`config.mk`:
```
export PLATFORM = sky130hd
export DESIGN_NAME = mcpu_loader
export DESIGN_NICKNAME = d
export VERILOG_FILES = /design/src/rtl/mcpu_loader_pkg.sv /design/src/rtl/mcpu_loader_asm.sv /design/src/rtl/mcpu_loader.sv
export SDC_FILE = /design/constraint.sdc
export NUM_CORES = 1
export LEC_CHECK = 0
export BUFFER_PORTS_ARGS = -buffer_cell sky130_fd_sc_hd__buf_2
export CAP_MARGIN = 20
export CORE_MARGIN = 4
export CORE_UTILIZATION = 41
export DETAILED_ROUTE_END_ITERATION = 10
export SLEW_MARGIN = 20
export SYNTH_ARGS = -nofsm -noshare
export SYNTH_HDL_FRONTEND = slang
export SYNTH_SLANG_ARGS = --single-unit
```
`constraint.sdc`:
```
create_clock -name clk -period 1.9 [get_ports clk]
set_clock_uncertainty 0.1 [all_clocks]
set_input_delay 0.19 -clock clk [delete_from_list [all_inputs] [get_ports clk]]
set_output_delay 0.19 -clock clk [all_outputs]
set_load 0.05 [all_outputs]
```
`src/rtl/mcpu_loader_pkg.sv`:
```
// mcpu_loader_pkg: MCPU sizes and the loader FSM states, shared with the MCPU core.
// Defining LOADER_CHECKSUM_EN adds the S_CSUM state.
package mcpu_loader_pkg;

    localparam int WORD_SIZE   = 16;
    localparam int OPCODE_SIZE = 4;
    localparam int RAM_SIZE    = 256;
    localparam int ADDR_SIZE   = 8;

`ifdef LOADER_CHECKSUM_EN
    typedef enum logic [2:0] {S_COLLECT, S_WRITE, S_DONE, S_ERR, S_CSUM} state_t;
`else
    typedef enum logic [1:0] {S_COLLECT, S_WRITE, S_DONE, S_ERR} state_t;
`endif

endpackage

```
`src/rtl/mcpu_loader_asm.sv`:
```
// mcpu_loader_asm: nibble shift register and 2-bit field index.
// LOADER_CHECKSUM_EN adds an XOR accumulator of the words written to RAM.
module mcpu_loader_asm #(
    parameter int WORD_SIZE   = mcpu_loader_pkg::WORD_SIZE,
    parameter int OPCODE_SIZE = mcpu_loader_pkg::OPCODE_SIZE
) (
    input  logic                   clk,
    input  logic                   reset,
    input  logic                   shift_en,
    input  logic [OPCODE_SIZE-1:0] nibble,
`ifdef LOADER_CHECKSUM_EN
    input  logic                   acc_en,
    output logic [WORD_SIZE-1:0]   acc,
`endif
    output logic [WORD_SIZE-1:0]   word,
    output logic [1:0]             idx
);

    logic [WORD_SIZE-1:0] word_q, word_d;
    logic [1:0]           idx_q, idx_d;

    // The index wraps to 0 on the fourth nibble, so each word starts clean.
    always_comb begin
        word_d = shift_en ? {word_q[WORD_SIZE-OPCODE_SIZE-1:0], nibble} : word_q;
        idx_d  = shift_en ? idx_q + 2'd1 : idx_q;
    end

    always_ff @(posedge clk) begin
        if (reset) begin
            word_q <= '0;
            idx_q  <= '0;
        end else begin
            word_q <= word_d;
            idx_q  <= idx_d;
        end
    end

`ifdef LOADER_CHECKSUM_EN
    logic [WORD_SIZE-1:0] acc_q;

    always_ff @(posedge clk) begin
        if (reset)
            acc_q <= '0;
        else if (acc_en)
            acc_q <= acc_q ^ word_q;
    end

    assign acc = acc_q;
`endif

    assign word = word_q;
    assign idx  = idx_q;

endmodule

```
`src/rtl/mcpu_loader.sv`:
```
// mcpu_loader: streams a nibble image into MCPU RAM and holds the CPU in reset until it is loaded.
// Defining LOADER_CHECKSUM_EN requires a trailing XOR checksum word before releasing the CPU.
module mcpu_loader #(
    parameter int WORD_SIZE   = mcpu_loader_pkg::WORD_SIZE,
    parameter int OPCODE_SIZE = mcpu_loader_pkg::OPCODE_SIZE,
    parameter int RAM_SIZE    = mcpu_loader_pkg::RAM_SIZE,
    parameter int ADDR_SIZE   = mcpu_loader_pkg::ADDR_SIZE
) (
    input  logic                   clk,
    input  logic                   reset,
    input  logic                   in_valid,
    output logic                   in_ready,
    input  logic [OPCODE_SIZE-1:0] in_nibble,
    input  logic                   in_last,
    output logic                   ram_we,
    output logic [ADDR_SIZE-1:0]   ram_addr,
    output logic [WORD_SIZE-1:0]   ram_wdata,
    output logic                   cpu_reset,
    output logic                   done,
    output logic                   error,
    output logic [ADDR_SIZE:0]     word_count
);

    import mcpu_loader_pkg::*;

    state_t               state_q;
    logic [ADDR_SIZE-1:0] ptr_q;
    logic [ADDR_SIZE:0]   cnt_q;
    logic                 last_q;
    logic                 in_ready_q, ram_we_q, cpu_reset_q, done_q, error_q;
    logic [WORD_SIZE-1:0] word;
    logic [1:0]           idx;
    logic                 xfer;

    assign xfer = in_valid & in_ready_q;

`ifdef LOADER_CHECKSUM_EN
    logic [WORD_SIZE-1:0] acc;
    logic [WORD_SIZE-1:0] csum_word;

    assign csum_word = {word[WORD_SIZE-OPCODE_SIZE-1:0], in_nibble};
`endif

    mcpu_loader_asm #(
        .WORD_SIZE  (WORD_SIZE),
        .OPCODE_SIZE(OPCODE_SIZE)
    ) u_asm (
        .clk     (clk),
        .reset   (reset),
        .shift_en(xfer),
        .nibble  (in_nibble),
`ifdef LOADER_CHECKSUM_EN
        .acc_en  (ram_we_q),
        .acc     (acc),
`endif
        .word    (word),
        .idx     (idx)
    );

    always_ff @(posedge clk) begin
        if (reset) begin
            state_q     <= S_COLLECT;
            ptr_q       <= '0;
            cnt_q       <= '0;
            last_q      <= 1'b0;
            in_ready_q  <= 1'b1;
            ram_we_q    <= 1'b0;
            cpu_reset_q <= 1'b1;
            done_q      <= 1'b0;
            error_q     <= 1'b0;
        end else begin
            case (state_q)
                S_COLLECT: if (xfer) begin
                    if (in_last && idx != 2'd3) begin
                        state_q    <= S_ERR;
                        in_ready_q <= 1'b0;
                        error_q    <= 1'b1;
                    end else if (idx == 2'd3) begin
                        state_q    <= S_WRITE;
                        in_ready_q <= 1'b0;
                        ram_we_q   <= 1'b1;
                        last_q     <= in_last;
                    end
                end
                S_WRITE: begin
                    ram_we_q <= 1'b0;
                    ptr_q    <= ptr_q + ADDR_SIZE'(1);
                    cnt_q    <= cnt_q + (ADDR_SIZE+1)'(1);
                    if (last_q) begin
`ifdef LOADER_CHECKSUM_EN
                        state_q     <= S_CSUM;
                        in_ready_q  <= 1'b1;
`else
                        state_q     <= S_DONE;
                        done_q      <= 1'b1;
                        cpu_reset_q <= 1'b0;
`endif
                    end else if (ptr_q == ADDR_SIZE'(RAM_SIZE - 1)) begin
                        state_q <= S_ERR;
                        error_q <= 1'b1;
                    end else begin
                        state_q    <= S_COLLECT;
                        in_ready_q <= 1'b1;
                    end
                end
`ifdef LOADER_CHECKSUM_EN
                // in_last is deliberately ignored while collecting the checksum word.
                S_CSUM: if (xfer && idx == 2'd3) begin
                    in_ready_q <= 1'b0;
                    if (csum_word == acc) begin
                        state_q     <= S_DONE;
                        done_q      <= 1'b1;
                        cpu_reset_q <= 1'b0;
                    end else begin
                        state_q <= S_ERR;
                        error_q <= 1'b1;
                    end
                end
`endif
                default: ;
            endcase
        end
    end

    assign in_ready   = in_ready_q;
    assign ram_we     = ram_we_q;
    assign ram_addr   = ptr_q;
    assign ram_wdata  = word;
    assign cpu_reset  = cpu_reset_q;
    assign done       = done_q;
    assign error      = error_q;
    assign word_count = cnt_q;

endmodule

```
==> impl_metrics.yaml <==
drt:
  num_vias: 1536
  drc: 0
  drtIter0Drc: 85
  avgRoutedWirePerCell_um: 12.22
  ant_nets: 0
  via_per_inst: 5.069
  drt-total-wl_mm: 3.702
  dr.pass1.iters: 4
yosys:
  synthCells: 207
  synth_edf_count: 0
  ys_seq_area_frac: 0.4859
  syn-num-nets: 218
  ys_seq_elements: 43
  yosysWarnings: 0
  synth_top_area_frac: 0.4859
  yosys.area.top_type: "dfxtp_1"
  synth_area_um2: 1772
  synth_area_per_cell_um2: 8.559
  async_flop_share: 0
  synth.area.top_cells: "dfxtp_1 (49%), nand2_1 (9.7%), a21oi_1 (8.8%)"
  ys_types: 40
  ys.flop_type: "dfxtp_1"
setup_path:
  crit_required_ps: 1990
  worstPathMaxFanout: 10
  worstSetupEndpointType: "flop"
  cp-start-kind: "flop"
  path_class: "flop to flop"
  reg2regPathDepth: 3
  worst-r2r-setup-slack_ps: 350
  arrival_ps: 1630
cts:
  clk_path_buf_depth: 2
  cts_hold_buf: 0
  clkSinkCount: 43
  cts.clk_slew.worst_paths_ps: 80
  cts_tree: "done"
  postCtsSetupBuffers: 0
  ctsResizeCount: 0
  cts_buffers: 5
  cts-root-buf: "clkbuf_8"
  clock_latency_ps: 290
  ctsHtreeMaxLevel: 2
grt:
  grt_pass1_vias: 1412
  grt_max_degree: 25
  grt_antenna_before_repair: 0
  grt_pass1_wl_mm: 6.258
  overflow: 0
  grtUsageTotal: 0.1479
sta:
  fin_crit_ps: 1548
  period_share: 0.8148
  slew_headroom: 0.7360
  drv_slew: 0
  setup_viol: 0
  finalHoldViolCount: 0
  worst_slew_pin_slew_ps: 396.1
  fmax_ghz: 0.6459
  tns_ps: 0
  rsz0062_at_grt: "no"
power:
  p_seq_frac: 0.504
  p_comb_frac: 0.107
  total_power_mw: 1.888
  switchingPower_mw: 0.4742
  p_sw_frac: 0.2512
  p_per_area_nw_per_um2: 878.2
  peakVddDrop_mv: 0.6658
  pwr-share-clk: 0.388
  leakage_nw: 0.9052
  internal_power_mw: 1.414
cells_and_area:
  drive_gt1_frac: 0.2411
  fin_util: 0.5260
  nNetsFinal: 263
  diodes: 0
  final_cells: 303
  finalInstanceArea_um2: 2150
  area_delta_synth_final_pct: 21.33
hold_path:
  min_path_type: "input port to flop"
  hold_depth: 3
die:
  rows: 23
  die_h_um: 73.74
  io_pins: 46
  dieArea_um2: 5437
  start_util: 0.4336
  core-area_um2: 4086
  dieWidth_um: 73.74
place:
  post-place-cells: 295
  placed_cell_area_um2: 2032
  portBuffers: 45
  place_hpwl_mm: 2.569
  place.gp.congestion: 0.7947
job:
  drv_cap: 0
run_status:
  outcome: "finished, final reports clean"
power by group through the flow:
stage                     registers, mW  logic [mW]  clock network, mW
after floorplan                    1.03      0.0992                  0
after global placement            0.974       0.205                  0
after detailed placement          0.974       0.205                  0
after CTS                         0.952       0.205              0.758
after global routing              0.958       0.222              0.798
final                             0.952       0.203              0.733
cells in the mapped netlist, types with 3 or more instances:
cell type / n
a21oi_1: 31
clkbuf_1: 6
dfxtp_1: 43
ha_1: 3
inv_1: 3
nand2_1: 46
nand3_1: 8
nand3b_1: 3
nor2_1: 10
o21ai_0: 4
o31ai_1: 5
or3_1: 3
or4_1: 5
xnor2_1: 3
path summary, 6_finish.rpt:
path	start	endpoint
max	state_q[1]	ram_addr[7]
min	in_nibble[1]	u_asm.word[1]
min reg2reg	u_asm.word[14]	u_asm.word[14]
max reg2reg	state_q[1]	ram_addr[7]
logic make-up (layout without fill, tap and decap cells):
logic type	count (synthesis)	count (layout)	synth area share
compound gates	48	48	0.1568
xor+xnor	5	5	0.02472
fa+ha+maj	3	3	0.02119
buf+inv	15	61	0.04308
flops	43	43	0.4859
mux	2	2	0.01271
simple gates	91	91	0.2557
registers in the layout, indices dropped and copies added, names as in the netlist:
register / count
done: 1
word_count: 9
cpu_reset: 1
error: 1
ram_we: 1
ram_addr: 8
last_q: 1
u_asm.word: 16
state_q: 2
u_asm.idx: 2
in_ready: 1
worst max-delay path, stage by stage, from the launching register on:
cell,delay [ps]
dfxtp_1,390
nand2b_1,280
nor4_1,310
mux2_2,370
metrics by stage:
step | hold slack, ps | setup WS (ps)
after CTS | 16.76 | 333.7
final | 27.44 | 351.8
after floorplan | 226.0 | 60.76
after global routing | 24.99 | 237.2
after detailed placement | 335.1 | 330.7
after global placement | 333.7 | 360.3
layer usage:
layer	share of wire	vias up	track usage	wire (um)
met5	0	-	0	0
met4	0.016	0	0.07243	61
met3	0.053	7	0.04241	198
met2	0.46	27	0.2352	1721
met1	0.46	692	0.1817	1721
li1	-	810	-	-
area by class of cell:
type                    instances  area, um^2
fillers                       400        1937
clock buffers                   6       82.58
well taps                      50       62.56
flip-flops and latches         43       860.8
multi-input cells             149       834.6
inverters                       3       11.26
repair buffers                 50       262.8
clock inverters                 2       35.03
placed cells by master (no fill, tap or decap), drive strengths merged, types with 3 or more instances in the layout:
cell type / count
buf: 50
nand2: 46
dfxtp: 43
a21oi: 31
nor2: 10
nand3: 8
clkbuf: 6
o31ai: 5
or4: 5
o21ai: 4
nand3b: 4
xnor2: 3
inv: 3
or3: 3
ha: 3
Note: power is estimated with default switching activity, not from simulation.
